===== config.mk =====
export PLATFORM = sky130hd
export DESIGN_NAME = core_ctrl_flat
export DESIGN_NICKNAME = d
export VERILOG_FILES = /design/src/rtl/core_ctrl_pkg.sv /design/src/rtl/core_ctrl_if.sv /design/src/rtl/core_ctrl_inst_class.sv /design/src/rtl/core_ctrl.sv /design/src/flat_wrapper.sv
export SDC_FILE = /design/constraint.sdc
export NUM_CORES = 1
export LEC_CHECK = 0
export ABC_CLOCK_PERIOD_IN_PS = 2450
export CAP_MARGIN = 20
export CORE_UTILIZATION = 30
export DETAILED_ROUTE_END_ITERATION = 8
export SYNTH_ARGS = -nofsm -noshare
export SYNTH_HDL_FRONTEND = slang
export SYNTH_SLANG_ARGS = --single-unit
export TNS_END_PERCENT = 5

===== constraint.sdc =====
create_clock -name clk -period 2.45 [get_ports clk]
set_input_delay 0.245 -clock clk [delete_from_list [all_inputs] [get_ports clk]]
set_output_delay 0.245 -clock clk [all_outputs]
set_load 0.02 [all_outputs]

===== src/rtl/core_ctrl_pkg.sv =====
// Shared types for the RV32I multi-cycle sequencer: ISA opcodes, sequencer states and
// the instruction-class bundle passed from the classifier to the controller.
package core_ctrl_pkg;

  typedef logic [31:0] word_t;

  localparam logic [6:0] ISA_OPCODE_LOAD   = 7'b0000011;
  localparam logic [6:0] ISA_OPCODE_STORE  = 7'b0100011;
  localparam logic [6:0] ISA_OPCODE_OP     = 7'b0110011;
  localparam logic [6:0] ISA_OPCODE_OP_IMM = 7'b0010011;
  localparam logic [6:0] ISA_OPCODE_LUI    = 7'b0110111;
  localparam logic [6:0] ISA_OPCODE_AUIPC  = 7'b0010111;
  localparam logic [6:0] ISA_OPCODE_JAL    = 7'b1101111;
  localparam logic [6:0] ISA_OPCODE_JALR   = 7'b1100111;
  localparam logic [6:0] ISA_OPCODE_BRANCH = 7'b1100011;

  // addi x0, x0, 0
  localparam word_t ISA_NOP              = 32'h0000_0013;
  localparam word_t DEFAULT_RESET_VECTOR = 32'h0000_0000;

  typedef enum logic [2:0] {
    FETCH      = 3'd0,
    FETCH_WAIT = 3'd1,
    EXECUTE    = 3'd2,
    MEM        = 3'd3,
    MEM_WAIT   = 3'd4,
    WRITEBACK  = 3'd5,
    TRAP       = 3'd6
  } ctrl_state_t;

  typedef struct packed {
    logic is_mem;
    logic is_store;
    logic writes_rd;
    logic legal;
  } inst_class_t;

endpackage


===== src/rtl/core_ctrl_if.sv =====
// Instruction and data bus bundle between the sequencer (master) and memory (slave).
interface core_ctrl_if;
  import core_ctrl_pkg::*;

  // A request transfers on a cycle where valid & ready are both high; the master keeps
  // valid high until that cycle. rvalid is a single-cycle response strobe with no ready.
  logic  ibus_valid;
  logic  ibus_ready;
  logic  ibus_rvalid;
  word_t ibus_rdata;
  logic  dbus_valid;
  logic  dbus_we;
  logic  dbus_ready;
  logic  dbus_rvalid;

  modport master (
    output ibus_valid, dbus_valid, dbus_we,
    input  ibus_ready, ibus_rvalid, ibus_rdata, dbus_ready, dbus_rvalid
  );

  modport slave (
    input  ibus_valid, dbus_valid, dbus_we,
    output ibus_ready, ibus_rvalid, ibus_rdata, dbus_ready, dbus_rvalid
  );

endinterface


===== src/rtl/core_ctrl_inst_class.sv =====
// Combinational opcode classifier: which path the sequencer takes and whether rd is written.
module core_ctrl_inst_class
  import core_ctrl_pkg::*;
(
  input  logic [6:0]  i_opcode,
  output inst_class_t o_cls
);

  // Field order: is_mem, is_store, writes_rd, legal
  always_comb begin
    o_cls = '0;
    case (i_opcode)
      ISA_OPCODE_LOAD:   o_cls = 4'b1011;
      ISA_OPCODE_STORE:  o_cls = 4'b1101;
      ISA_OPCODE_OP,
      ISA_OPCODE_OP_IMM,
      ISA_OPCODE_LUI,
      ISA_OPCODE_AUIPC,
      ISA_OPCODE_JAL,
      ISA_OPCODE_JALR:   o_cls = 4'b0011;
      ISA_OPCODE_BRANCH: o_cls = 4'b0001;
      default:           o_cls = 4'b0000;
    endcase
  end

endmodule


===== src/rtl/core_ctrl.sv =====
// Multi-cycle RV32I sequencer: owns pc, the instruction register, bus handshakes,
// register-file write strobe, retired-instruction count and the sticky trap.
module core_ctrl
  import core_ctrl_pkg::*;
#(
  parameter word_t       RESET_VECTOR = DEFAULT_RESET_VECTOR,
  parameter logic [63:0] INSTRET_INIT = 64'd0
) (
  input  logic               clk,
  input  logic               rst_n,
  core_ctrl_if.master        bus,
  input  word_t              next_pc,
  output word_t              pc,
  output word_t              inst,
  output logic               rf_we,
  output logic [63:0]        instret,
  output logic               trap,
  output ctrl_state_t        dbg_state
);

  ctrl_state_t r_state;
  word_t       r_pc;
  word_t       r_inst;
  logic [63:0] r_instret;
  logic        r_is_store;
  logic        r_writes_rd;
  inst_class_t w_cls;
  logic        w_pc_misaligned;

  core_ctrl_inst_class u_inst_class (
    .i_opcode (r_inst[6:0]),
    .o_cls    (w_cls)
  );

  assign w_pc_misaligned = (next_pc[1:0] != 2'b00);

  always_ff @(posedge clk or negedge rst_n) begin
    if (!rst_n) begin
      r_state     <= FETCH;
      r_pc        <= RESET_VECTOR;
      r_inst      <= ISA_NOP;
      r_instret   <= INSTRET_INIT;
      r_is_store  <= 1'b0;
      r_writes_rd <= 1'b0;
    end else begin
      case (r_state)
        FETCH: begin
          if (bus.ibus_ready) r_state <= FETCH_WAIT;
        end
        // A response coincident with acceptance is never seen here: it lands in FETCH.
        FETCH_WAIT: begin
          if (bus.ibus_rvalid) begin
            r_inst  <= bus.ibus_rdata;
            r_state <= EXECUTE;
          end
        end
        EXECUTE: begin
          r_is_store  <= w_cls.is_store;
          r_writes_rd <= w_cls.writes_rd;
          if (!w_cls.legal)     r_state <= TRAP;
          else if (w_cls.is_mem) r_state <= MEM;
          else                   r_state <= WRITEBACK;
        end
        MEM: begin
          if (bus.dbus_ready) r_state <= r_is_store ? WRITEBACK : MEM_WAIT;
        end
        MEM_WAIT: begin
          if (bus.dbus_rvalid) r_state <= WRITEBACK;
        end
        WRITEBACK: begin
          if (w_pc_misaligned) begin
            r_state <= TRAP;
          end else begin
            r_pc      <= next_pc;
            r_instret <= r_instret + 64'd1;
            r_state   <= FETCH;
          end
        end
        TRAP:    r_state <= TRAP;
        default: r_state <= TRAP;
      endcase
    end
  end

  // Strobes decode from the state register plus values latched in EXECUTE.
  assign bus.ibus_valid = (r_state == FETCH);
  assign bus.dbus_valid = (r_state == MEM);
  assign bus.dbus_we    = (r_state == MEM) && r_is_store;
  assign rf_we          = (r_state == WRITEBACK) && r_writes_rd && !w_pc_misaligned;
  assign trap           = (r_state == TRAP);
  assign pc             = r_pc;
  assign inst           = r_inst;
  assign instret        = r_instret;
  assign dbg_state      = r_state;

endmodule


===== src/flat_wrapper.sv =====
// flat-port wrapper written by rule: the top's interface ports become plain ports
module core_ctrl_flat import core_ctrl_pkg::*;
#(
  parameter word_t       RESET_VECTOR = DEFAULT_RESET_VECTOR,
  parameter logic [63:0] INSTRET_INIT = 64'd0
)
  (clk, rst_n, next_pc, pc, inst, rf_we, instret, trap, dbg_state, bus_ibus_valid, bus_dbus_valid, bus_dbus_we, bus_ibus_ready, bus_ibus_rvalid, bus_ibus_rdata, bus_dbus_ready, bus_dbus_rvalid);
  core_ctrl_if bus_i ();
  input  logic clk;
  input  logic rst_n;
  input  word_t next_pc;
  output word_t pc;
  output word_t inst;
  output logic rf_we;
  output logic [63:0] instret;
  output logic trap;
  output ctrl_state_t dbg_state;
  output wire logic [$bits(bus_i.ibus_valid)-1:0] bus_ibus_valid;
  output wire logic [$bits(bus_i.dbus_valid)-1:0] bus_dbus_valid;
  output wire logic [$bits(bus_i.dbus_we)-1:0] bus_dbus_we;
  input wire logic [$bits(bus_i.ibus_ready)-1:0] bus_ibus_ready;
  input wire logic [$bits(bus_i.ibus_rvalid)-1:0] bus_ibus_rvalid;
  input wire logic [$bits(bus_i.ibus_rdata)-1:0] bus_ibus_rdata;
  input wire logic [$bits(bus_i.dbus_ready)-1:0] bus_dbus_ready;
  input wire logic [$bits(bus_i.dbus_rvalid)-1:0] bus_dbus_rvalid;
  assign bus_ibus_valid = bus_i.ibus_valid;
  assign bus_dbus_valid = bus_i.dbus_valid;
  assign bus_dbus_we = bus_i.dbus_we;
  assign bus_i.ibus_ready = bus_ibus_ready;
  assign bus_i.ibus_rvalid = bus_ibus_rvalid;
  assign bus_i.ibus_rdata = bus_ibus_rdata;
  assign bus_i.dbus_ready = bus_dbus_ready;
  assign bus_i.dbus_rvalid = bus_dbus_rvalid;
  core_ctrl #(.RESET_VECTOR(RESET_VECTOR), .INSTRET_INIT(INSTRET_INIT)) u_core (.clk(clk), .rst_n(rst_n), .bus(bus_i), .next_pc(next_pc), .pc(pc), .inst(inst), .rf_we(rf_we), .instret(instret), .trap(trap), .dbg_state(dbg_state));
endmodule

Word level (Yosys, flattened, before mapping):

Cells that the tools add are included.

* mux-type cells: 10
* equality and inequality tests: 19
* $add $sub $neg: 1
* reductions and logical operators: 10
* bitwise operators: 1

Operators with widths (count)
* 64-bit by 1-bit adder with 64-bit output (second input constant): 1
* 7-bit by 6-bit equality test with 1-bit output (second input constant): 3
* 7-bit equality test (second input constant): 3
* 3-bit two-way mux: 7
* 3-bit case mux with 6 select lines: 1
* 4-bit case mux with 4 select lines: 1
* 7-bit by 5-bit equality test with 1-bit output (second input constant): 2
* 3-bit equality test (second input constant): 3
* 7-bit by 2-bit equality test with 1-bit output (second input constant): 1
* 3-bit by 2-bit equality test with 1-bit output (second input constant): 2
* 6-bit OR reduction: 1
* 2-bit by 1-bit inequality test with 1-bit output (second input constant): 2
* 2-bit inequality test (second input constant): 2
* 2-bit AND reduction: 2
* 4-bit AND reduction: 1
* 3-bit by 1-bit equality test with 1-bit output (second input constant): 1
* 1-bit logical AND: 3
* 3-bit logical NOT: 1
* 2-bit nonzero test: 1
* 1-bit logical NOT: 1
* 1-bit two-way mux: 1
* 1-bit inverter: 1

* bits of input ports: 70
* output and inout port bits: 136
* word-level logic and storage cells: 47
* register bits: 133

Longest topological paths before layout:

Gate-level depths: netlist of run 1.

* word-level depth: 6
* mapped depth: 7
* mapped depth without buffers: 6

Hierarchy:

From an unflattened synthesis of run 1, not the netlist that was laid out.

* cell total of the unflattened synthesis: 548
* area total of the unflattened synthesis: 5851.9 µm²

By module, submodules not included
* core_ctrl: seq. area each 3331.9 µm², area each 5766.8 µm², cells an instance 533, times used 1
* core_ctrl_inst_class: seq. area each 0.0 µm², area each 85.1 µm², cells an instance 15, times used 1

Worst setup path after synthesis of run 1:

OpenSTA, ideal clock, no wires.

* path type: reg-to-reg
* start point: register u_core.r_state[2], in the netlist u_core.dbg_state[2]
* end point: register u_core.r_instret[39], in the netlist u_core.instret[39]
* slack: 17 ps
* buffers on the path: 2
* data required time: 2320 ps
* data arrival time: 2303 ps
* clock period less this slack: 2433 ps
* setup time: 130 ps
* cell stages (with the launch flop): 8
* path through: dfrtp_1 or3b_1 buf_4 or4_1 buf_2 nor4b_4 nand4_1 xnor2_1

* longest elaborated chain between the ends: 2

RTL lines
* start: declaration: RTL line core_ctrl.sv:21 `ctrl_state_t r_state;`
* start signal: assignment: RTL line core_ctrl.sv:65 `if (bus.dbus_ready) r_state <= r_is_store ? WRITEBACK : MEM_WAIT;`
* 3-bit equality test: RTL line core_ctrl.sv:46 `case (r_state)`
* 2-bit AND reduction (no source line)
* end signal: assignment: RTL line core_ctrl.sv:75 `r_instret <= r_instret + 64'd1;`
* end: declaration: RTL line core_ctrl.sv:24 `logic [63:0] r_instret;`

No other way between the ends.
A chain may end at the register's enable or synchronous reset.

Worst setup path after layout of run 1:

* start point: register u_core.r_state[0], in the netlist u_core.dbg_state[0]
* end point: output bus_dbus_we

* longest elaborated chain between the ends: 2

RTL lines
* 3-bit by 2-bit equality test with 1-bit output: RTL line core_ctrl.sv:88 `assign bus.dbus_we = (r_state == MEM) && r_is_store;`
* 1-bit logical AND: RTL line core_ctrl.sv:88
* end: declaration: RTL line flat_wrapper.sv:20 `output wire logic [$bits(bus_i.dbus_we)-1:0] bus_dbus_we;`

No other way between the ends.

==> summary.md, run 1 <==
| Metric | Value |
|---|---|
| Crit path kind | flip-flop to output port |
| Number of diodes | 0 |
| Die width | roughly 140 microns |
| Via count | 4900 |
| Iter 0 DRT Violations | between 150 and 200 |
| DR pass1 iterations | 4 |
| Die extent in y | 141 microns |
| Final setup viols | 0 |
| Crit path DAT | about 2.1 ns |
| Core area | ~0.019 sq mm |
| IO Port Bufs | 205 |
| Crit path largest cell delay | approximately 0.65 ns |
| Synth Flop Type | dfrtp_1 |
| Netlist cell types | 47 |
| Max Cap Viol | 0 |
| RSZ-0062 raised after global routing | false |
| Slowest cell on crit path | clkdlybuf4s50_1 |
| Crit end category | output port |
| Slew headroom | a little under two thirds |
| Synthesized area | 0.00580 sq mm |
| Total power | roughly 6.4 mW |
| Worst-Margin Slew | approximately 0.53 ns |
| Yosys top cell area share | 56.1% |
| Row cnt | 50 |
| Layout cells sized above 1 | between 10% and 20% |
| CTS tree | built |
| Min cycle time layout | roughly 2.3 ns |
| Mean post-synth cell area | 10.7 sq um |
| Fin. Hold Viols | 0 |
| Final core utilization | between 40% and 50% |
| Worst Setup Start Kind | flip-flop |
| DRC Markers | 0 |
| Initial Utilization | between 30% and 40% |
| HPWL Detailed | 12400 microns |
| CTS max path bufs | 2 |
| I/O Pins | about 200 |
| Final cycle utilization of the critical path | between 90% and 100% |
| Crit Path Max Fanout | 13 |
| FF+latch count, synth | 133 |
| Initial antenna violation count | 0 |
| Register area share after synthesis | 57.4% |
| Final setup margin | 0.107 ns |
| Status | completed |
| Antenna Violating Nets Remaining | 0 |
| Yosys top cell by area | dfrtp_1 |
| Worst Path Buf+Inv | 2 |
| Clk sink count | approximately 130 |
| Max-slew violation count | 0 |
| Routed len/inst | approximately 16 microns |
| Largest net degree at the start of global routing | between 60 and 70 |
| Asr flop ratio synth | 100% |
| Clock skew after layout | between 0.009 and 0.01 ns |
| Clock latency on the worst-skew pair | 0.42 ns |
| TritonCTS buffer count | 17 |
| Achievable Freq | ~0.43 GHz |
| Worst hold-check path type | input pin to flip-flop |
| WP data required | between 2 and 2.5 ns |
| Pleak | ~4.0 nW |
| Final GP Congestion | ~0.85 |
| H-tree Lvls | 4 |
| Fin Setup TNS | 0 ns |
| Max IR drop VDD | approximately 0.51 mV |
| Vias in the first global route | roughly 5200 |
| Final wirelength | 16500 microns |
| Tot GR Track Use | around 17% |
| Die area | around 0.020 sq mm |
| First-pass GRT wire length | approximately 27000 microns |
| Syn. warnings | 0 |
| Largest delay share family, worst path | buffers and inverters |
| Post-synth EDFFs | 0 |
| Mapped Nets | slightly above 600 |
| Root buffer cell | clkbuf_16 |
| Ranking of synthesized cells by area | dfrtp_1 56%, nand2_1 8.3%, mux2_2 5.8% |
| Critical path, cell by cell | buf_4 -> nor2b_1 -> and3_1 -> clkdlybuf4s50_1 |
| P&R area growth vs syn | 54.4% |
| Clk slew on worst S/H paths | ~0.06 ns |
| Synthesized instance count | approximately 540 |
| DP Worst Slack | -0.225 ns |
| # nets final | 851 |
| Pwr dens | approximately 700 mW/mm^2 |
| Total grt overflow | 0 |
| Vias per inst | roughly 4.7 |
| Most common cell in the synthesized netlist | dfrtp_1 |
| Post-synth top cells | 130 x dfrtp_1, 128 x nand2_1, 32 x xnor2_1 |
| Layout fillers | approximately 1700 |
worst min-delay path: stages:
cell and delay (ns):
clkdlybuf4s50_1 0.39, nand2_1 0.05, nand2_1 0.04
repair_timing:
| action | in CTS | in global routing |
|---|---|---|
| setup endpoints to repair | 1 | 1 |
| endpoints found under the hold margin | 58 | 0 |
| setup buffers | 0 | 0 |
| hold buffers | 1 | 0 |
| resized for setup | 1 | 2 |
stage by stage:
stage	hold slack [ns]	std cells	instance area, sq um
floorplan	-0.0506	542	5800
global placement	0.257	1020	8360
detailed placement	0.263	1020	8360
CTS	0.337	1053	8940
global route	0.358	1053	8960
finish	0.357	1053	8960
area by class of cell:
| type | instances | area [sq um] | share of cell area (%) |
|---|---|---|---|
| timing repair buffer | 238 | 2310 | 25.8 |
| clock buffer | 19 | 443 | 4.94 |
| clock inverter | 13 | 133 | 1.48 |
| tap | 260 | 325 | 3.63 |
| inverter | 9 | 33.8 | 0.377 |
| multi-input combinational | 381 | 2380 | 26.5 |
| sequential | 133 | 3330 | 37.2 |
cell families (layout without fill, tap and decap cells):
logic type / Yosys count / count (layout) / share of synthesized area [%]
muxes: 31 / 31 / 6.00
AOI/OAI and AO/OA: 21 / 21 / 2.33
adders and majority gates: 1 / 1 / 0.216
xor gates and xnor gates: 62 / 62 / 9.36
buffers and inverters: 28 / 279 / 1.90
DFF: 133 / 133 / 57.4
and+or+nand+nor: 266 / 266 / 22.8
final timing paths:
path,slack [ns],endpoint,depth (start not counted),start
setup / recovery,0.11,bus_dbus_we,4,u_core.dbg_state[0]
hold / removal,0.36,u_core.pc[20],3,next_pc[20]
hold reg to reg,0.48,u_core.pc[18],2,u_core.pc[18]
max in group asynchronous,1.33,u_core.inst[4],3,rst_n
setup reg to reg,0.16,u_core.instret[39],5,u_core.dbg_state[2]
min in group asynchronous,0.38,u_core.instret[47],2,rst_n
flip-flops by register name (all words and copies together), names as in the netlist:
register            flops
u_core.dbg_state        3
u_core.inst            32
u_core.instret         64
u_core.pc              32
u_core.r_is_store       1
u_core.r_writes_rd      1
placed cells by master (no fill, tap or decap), types with 5 or more instances in the layout:
cell / count
nor2_1: 23
xor2_1: 30
nand4_1: 27
and2_1: 5
clkbuf_16: 17
clkinv_2: 6
clkdlybuf4s50_1: 203
nor4_1: 14
and3_1: 7
nand3_1: 17
buf_4: 31
dfrtp_1: 130
xnor2_1: 32
inv_1: 9
nand2_1: 128
or3_1: 7
nor3_1: 11
a21oi_1: 7
mux2_2: 30
metal layers:
| layer | part of all wire, % | wire length, microns | global-route usage (%) | vias to the layer above |
|---|---|---|---|---|
| met2 | 49 | 8090 | 29.0 | 168 |
| met1 | 42 | 6830 | 20.3 | 2368 |
| met3 | 7.0 | 1160 | 5.43 | 31 |
| li1 | - | - | - | 2333 |
| met5 | 0 | 0 | 0 | - |
| met4 | 2.3 | 383 | 7.67 | 0 |
report_power, final:
group          leakage, nW  switching, mW  internal (mW)  total (mW)
Sequential            1.79          0.159           2.45        2.61
Clock                0.287          0.960           1.52        2.48
Combinational         1.96          0.671          0.675        1.35
Total                 4.04           1.79           4.65        6.44
Power figures use the tool's default switching activity.
==> run 2, diff against run 1 <==
Settings changed: ABC_CLOCK_PERIOD_IN_PS 2450 to 2830.
Clock period 2.45 ns to 2.83 ns, I/O delays scaled along.
==> summary.md, run 2 (synthesis gave the netlist of run 1 again) <==
| Metric | Value |
|---|---|
| Layout cells sized above 1 | about an eighth |
| Placed cells | roughly 1000 |
| Non-filler cells, final | between 1000 and 1500 |
| Flip-flop count of the largest register after layout | 64 |
| TritonCTS buffer count | 17 |
| Die extent in y | 141 microns |
| Crit path DAT | about 2.3 ns |
| Worst hold-check path type | input pin to flip-flop |
| Pleak | between 4 and 5 nW |
| Crit Path Max Fanout | 8 |
| Antenna Violating Nets Remaining | 0 |
| Final GP Congestion | 0.885 |
| Most frequent cells in the layout | 204 x clkdlybuf4s50_1, 130 x dfrtp_1, 128 x nand2_1 |
| Worst Setup Start Kind | flip-flop |
| Total grt overflow | 0 |
| DR pass1 iterations | 4 |
| WHS Endpoint | u_core.pc[27] |
| GR peak layer | met2 |
| Met3 usage | under 10% |
| # nets final | around 840 |
| Clock latency on the worst-skew pair | about 0.42 ns |
| Crit path launch | u_core.dbg_state[2] |
| Commonest non-fill, non-tap cell in the layout | clkdlybuf4s50_1 |
| R2R cell count | 5 |
| Achievable Freq | 0.385 GHz |
| RSZ-0062 raised after global routing | false |
| Max-slew violation count | 0 |
| Row cnt | 50 |
| CTS max path bufs | 2 |
| Max IR drop VDD | between 0.4 and 0.5 mV |
| Tot GR Track Use | about 18% |
| Psw | 1.56 mW |
| Final cycle utilization of the critical path | 91.7% |
| Via count | just under 5000 |
| Crit path kind | flip-flop to output port |
| Routed len/inst | approximately 16 microns |
| WP data required | ~2.6 ns |
| Clk sink count | 133 |
| Fin. Hold Viols | 0 |
| CTS tree | built |
| I/O Pins | between 200 and 250 |
| Number of diodes | 0 |
| Vias in the first global route | ~5200 |
| Reg2reg start | u_core.dbg_state[1] |
| Crit end category | output port |
| Core area | between 0.015 and 0.02 sq mm |
| Final setup viols | 0 |
| Met2 GRT Util | 30.2% |
| DRC Markers | 0 |
| Sw Share | approximately a quarter |
| PostCTS Resize Cnt | 0 |
| Iter 0 DRT Violations | about 240 |
| Initial antenna violation count | 0 |
| Root buffer cell | clkbuf_16 |
| IO Port Bufs | 205 |
| Vias per inst | between 4 and 5 |
| Worst-Margin Slew | between 0.5 and 0.6 ns |
| Initial Utilization | between 30% and 40% |
| Power share of the clock group | 43.4% |
| R2R Setup Slk | approximately 0.47 ns |
| Met1 Use GR | 20.4% |
| First-pass GRT wire length | about 27000 microns |
| Combinational share of power | about a fifth |
| Fin Setup TNS | 0 ns |
| Hold Crit Depth | 3 |
| Die width | 141 microns |
| Die area | a little under 0.02 sq mm |
| Share of power burned in registers | a little under two fifths |
| Final wirelength | 16600 microns |
| H-tree Lvls | 4 |
| Slew headroom | roughly 62% |
| Int Power | between 4 and 5 mW |
| P&R area growth vs syn | 55.0% |
| Max Cap Viol | 0 |
| Largest net degree at the start of global routing | 62 |
| HPWL Detailed | 12500 microns |
| Min cycle time layout | between 2 and 3 ns |
| Hold_sp | next_pc[27] |
| Clk slew on worst S/H paths | 0.06 ns |
| Pwr dens | 673 mW/mm^2 |
| Worst R2R End | u_core.instret[39] |
| Status | completed |
| Clock skew after layout | 0.00901 ns |
[run 2: metal layers]
layer,up-vias,wire length (microns)
li1,2309,-
met5,-,0
met2,187,8180
met1,2433,6780
met4,0,261
met3,25,1370
[run 2: final cells by class]
class                      instances  area [sq um]
clock buffer                      20           457
clock inverter                    12           249
fill                            1720          9840
inverter                           9          33.8
multi-input combinational        381          2360
sequential                       133          3330
tap                              260           325
timing repair buffer             228          2230
[run 2: worst max path at each step]
stage / to / slack [ns] / depth (start not counted)
after floorplan: u_core.instret[39] / 0.40 / 7
after global placement: u_core.instret[39] / 0.18 / 6
after detailed placement: u_core.instret[62] / 0.15 / 7
after CTS: rf_we / 0.17 / 5
after global routing: rf_we / 0.07 / 5
final: rf_we / 0.23 / 5
[run 2: critical path, stage by stage, from the launching register on]
cell	delay (ns)
dfrtp_1	0.35
or3b_1	0.39
buf_4	0.20
nor3b_2	0.17
and2_1	0.16
clkdlybuf4s50_1	0.63
[run 2: repair_timing]
item,4_1_cts,5_1_grt
setup buffers,0,0
hold buffers,1,0
hold endpoints to repair,55,0
endpoints found under the setup margin,0,0
[run 2: power groups by stage]
stage                     logic [mW]  clock network [mW]  registers [mW]
after floorplan                0.216                   0            2.56
after global placement          1.16                   0            2.29
after detailed placement        1.17                   0            2.30
after CTS                       1.18                2.68            2.27
after global routing            1.24                2.76            2.30
final                           1.16                2.63            2.27
[run 2: per-stage QoR]
step           power, mW  hold slack, ns  util (%)  instance area, sq um  setup WS, ns
6_report            6.05           0.383      47.7                  8990         0.234
5_1_grt             6.30           0.380      47.7                  8990        0.0668
4_1_cts             6.13           0.366      47.7                  8990         0.174
3_5_place_dp        3.47           0.309      43.9                  8270         0.151
3_3_place_gp        3.44           0.298      43.9                  8270         0.183
2_1_floorplan       2.77         -0.0126         -                  5800         0.397
==> edit 1, RTL diff (config.mk and constraints of run 1) <==
Put one more register stage on the output `dbg_state`, without a reset. The value now appears one clock later. The other outputs are not delayed to match.
--- a/src/rtl/core_ctrl.sv
+++ b/src/rtl/core_ctrl.sv
@@ -91,7 +91,9 @@
   assign pc             = r_pc;
   assign inst           = r_inst;
   assign instret        = r_instret;
-  assign dbg_state      = r_state;
+  always_ff @(posedge clk) begin
+    dbg_state <= r_state;
+  end
 
 endmodule
 
Formal check against the unedited RTL: not equivalent (a bounded check fails within 4 cycles, from zero or initial values and one cycle with rst_n low).
==> edit 1 against run 1 <==
Sequential cell count up 3; wire length fell by 6.6%; worst setup slack improved by 0.056 ns; critical endpoint is now u_core.instret[63]; synthesized cell count down 1.8%; critical path depth up 1; highest routed layer is now met5; die area increased by 0.28%; total power is 26% higher; synthesized area grew 0.28%; cell area shrank 0.38%; final cell count fell by 2.7%; count of clock-buffer cells in the layout fell by 1.
==> edit 1: results (changes against run 1) <==
[outcome]
status=finished clean

[setup_path]
crit_family=simple AND/OR/NAND/NOR gates
crit_fanout=6  ; -7
slowest_stage=or4bb_1
slowest_delay_ns=0.50  ; -0.15 ns

[cells_and_area]
multi_input_area_sq_um=2330  ; -2.1%
clk_share=0.0704  ; +0.00613
seq_share=0.380  ; +0.00814
seq_cells=136  ; +2.3%
syn2layout_area_growth_pct=53.4
n_all_inverters=5  ; -4
largest_register_ffs=64  ; unchanged
clkbuf_count=18  ; -1
nets=823  ; -3.3%
final-nonclk-buf-share=0.250  ; -0.00814
fillers=1717  ; +0.41%
layout-drive-gt1-share=0.118  ; -0.0135
comb.multi_input.count=370  ; -2.9%
signal_buffers=222  ; -6.7%

[sta]
slew-limit-headroom=0.618  ; -0.0175
fin_skew_ns=0.0116  ; +0.00259 ns
whs_ns=0.353  ; -0.00392 ns
fin_ws_ns=0.163  ; +0.0558 ns

[synthesis]
synth_cell_types=42  ; -11%
synth_common_cells=130 x dfrtp_1, 113 x nand2_1, 51 x xnor2_1
yosys.area_share.adder=0.00215  ; -0.00000603
syn_area_per_cell_sq_um=10.9  ; +2.2%
synthMuxAreaShare=0.0600  ; about the same
synth_nets=603  ; -1.6%
synth_seq_area_share=0.583  ; +0.00872
synth-xor-area-share=0.0949  ; +0.00124
synth_top_cells_by_area=dfrtp_1 56%, xnor2_1 7.7%, nand2_1 7.3%, mux2_2 6.0%, nand4_1 3.0%

[place]
post_dp_cell_area_sq_um=8270  ; -1.0%
hpwl_mm=11.1  ; -10%
gp_congestion=0.820  ; -3.6%
place_inst=992  ; -2.7%
place_ws_ns=-0.139  ; +0.0863 ns

[pwr]
max-vdd-ir-drop_v=0.000614  ; +22%
pwr-share-comb=0.291  ; +0.082
p_total_mw=8.10  ; +26%
p_int_mw=5.62  ; +21%
pwr-share-seq=0.372  ; -0.034
p_leak_nw=3.90  ; -3.4%

[global_route]
grt_max_degree=60  ; -1.6%
use_met2=0.250  ; -0.0397
antenna_found_initial=1  ; +1
grt_pass1_vias=4942  ; -4.5%
use_met1=0.206  ; +0.00328
grt_pass1_wl_mm=25.5  ; -4.9%
use_met3=0.0594  ; +0.00510
grtUsageTotal=0.163  ; -0.00990

[detailed_routing]
drt-met1-wl_mm=6.68  ; -2.3%
post_drt_wl_per_cell_um=15.0  ; -4.0%
vias=4805  ; -1.9%
top_layer=met5
dr_wl_met3_mm=1.26  ; +8.7%
drt_iter0_drc=175  ; -2.2%
wl_mm=15.4  ; -6.6%

[clocking]
cts-root-buf=clkbuf_16

[min_path]
hold_path_class=in2reg

edit 1: changes by cell type in the layout (fill, tap and decap cells not counted), moves of 7 or more:
cell / before / now
and4_1: 3 / 10
and3_1: 7 / 14
nand2_1: 128 / 113
nor4_1: 14 / 1
or3_1: 7 / 0
xor2_1: 30 / 12
nand3_1: 17 / 31
xnor2_1: 32 / 51
buf_4: 31 / 12
edit 1: final timing paths:
path / start / end
setup reg to reg: u_core.instret[22] / u_core.instret[63]
setup / recovery: u_core.instret[22] / u_core.instret[63]
hold reg to reg: u_core.r_state[1] / u_core.dbg_state[1]
min in group asynchronous: rst_n / u_core.instret[25]
max in group asynchronous: rst_n / u_core.inst[4]
hold / removal: next_pc[22] / u_core.pc[22]
edit 1: timing repair:
| action | CTS | global route |
|---|---|---|
| endpoints found under the setup margin | 0 | 2 |
| hold endpoints to repair | 55 | 0 |
| hold buffers | 1 | 0 |
| resized for setup | 0 | 2 |
| buffers inserted | 0 | 0 |
==> edit 2, RTL diff (config.mk and constraints of run 1) <==
Without the edit above. Reset style: synchronous (`rst_n`), changed in one clocked block.
--- a/src/rtl/core_ctrl.sv
+++ b/src/rtl/core_ctrl.sv
@@ -34,7 +34,7 @@
 
   assign w_pc_misaligned = (next_pc[1:0] != 2'b00);
 
-  always_ff @(posedge clk or negedge rst_n) begin
+  always_ff @(posedge clk) begin
     if (!rst_n) begin
       r_state     <= FETCH;
       r_pc        <= RESET_VECTOR;
Check against the original RTL: differs if rst_n is asserted again (counterexample within 4 cycles, from zero or initial values and one cycle with rst_n low); with rst_n held inactive, the same outputs for 10 cycles.
==> edit 2 against run 1 <==
The run now ends with design-rule violations left; critical path depth increased by 2; synthesized area decreased by 2.8%; fmax increased by 4.0%; wire length increased by 7.4%; worst setup slack improved by 0.091 ns; sequential cell count unchanged; cell area decreased by 0.98%; largest cell class is now multi-input gates.
Power is not compared: it rests on default switching activity, and its combinational part moved more than twofold at a synthesized area within 25%.
==> edit 2: results (changes against run 1) <==
[sta]
fin_skew_ns=0.00815  ; -0.000880 ns
slew-limit-headroom=0.617  ; -0.0175

[place]
place_inst=1141  ; +12%
post_dp_cell_area_sq_um=8220  ; -1.7%
hpwl_mm=12.9  ; +4.8%
gp_congestion=0.857  ; +0.67%
place_ws_ns=-0.142  ; +0.0829 ns

[synthesis]
synth_nets=769  ; +25%
syn_area_per_cell_sq_um=8.08  ; -25%
synth_common_cells=153 x nand2_1, 133 x dfxtp_1, 88 x a21oi_1
synth_ff_type=dfxtp_1
async_flop_share=0  ; -1.00

[global_route]
grtUsageTotal=0.187  ; +0.0148
grt_pass1_wl_mm=28.7  ; +7.3%
use_met2=0.313  ; +0.0227

[setup_path]
crit_path_start=u_core.instret[10]
slowest_stage=nor4_4
crit_family=simple AND/OR/NAND/NOR gates
cp_data_arrival_time_ns=2.60  ; +0.50 ns
crit_fanout=8  ; -5

[cells_and_area]
layout-drive-gt1-share=0.0932  ; -0.0379
nets=1002  ; +18%

[detailed_routing]
vias_per_cell=4.85  ; +4.2%
drt_iter0_drc=320  ; +79%
drc=10  ; +10
dr.pass1.iters=9  ; +5

[min_path]
worstHoldStart=bus_ibus_rdata[17]

[outcome]
status=finished, violations left
violations=design-rule violations

-- edit 2: area by class of cell --
class	count	area [sq um]
fillers	1715	9340
inverters	3	12.5
flip-flops and latches	133	2660
clock buffers	19	453
repair buffers	248	2420
multi-input cells	528	2850
clock inverters	13	180
well taps	229	287
-- edit 2: worst paths after layout --
path	to	slack (ns)	depth (start not counted)
setup / recovery	u_core.instret[54]	0.20	6
hold reg to reg	u_core.pc[12]	0.45	2
hold / removal	u_core.inst[17]	0.37	3
setup reg to reg	u_core.instret[54]	0.20	6
-- edit 2: timing repair --
action | CTS | global route
endpoints found under the setup margin | 0 | 10
hold buffers | 0 | 0
resized for setup | 0 | 3
setup buffers | 0 | 0
-- edit 2: layer usage --
layer / vias to the layer above / wire length [um]
met5: - / 0
met4: 0 / 146
met3: 9 / 1500
met2: 157 / 8480
met1: 2620 / 7550
li1: 2904 / -
-- edit 2: cell families (layout without fill, tap and decap cells) --
group / Yosys count / count (layout) / share of synthesized area
AO/OA/AOI/OAI: 124 / 124 / 0.116
flip-flops: 133 / 133 / 0.472
buffers and inverters: 37 / 283 / 0.0253
AND/OR/NAND/NOR: 364 / 364 / 0.322
XOR/XNOR: 35 / 35 / 0.0544
adder cells (fa/ha/maj): 1 / 1 / 0.00222
multiplexers: 4 / 4 / 0.00710
-- edit 2: tightest hold or removal path, cell delays in order --
cell	delay (ns)
clkdlybuf4s50_1	0.39
nand2_1	0.06
a21oi_1	0.05
-- edit 2: power groups by stage --
stage	combinational, mW	clock [mW]	sequential, mW
global route	0.541	2.90	2.23
CTS	0.500	2.80	2.23
detailed placement	0.497	0	2.28
floorplan	0.177	0	2.32
global placement	0.497	0	2.28
finish	0.492	2.75	2.23
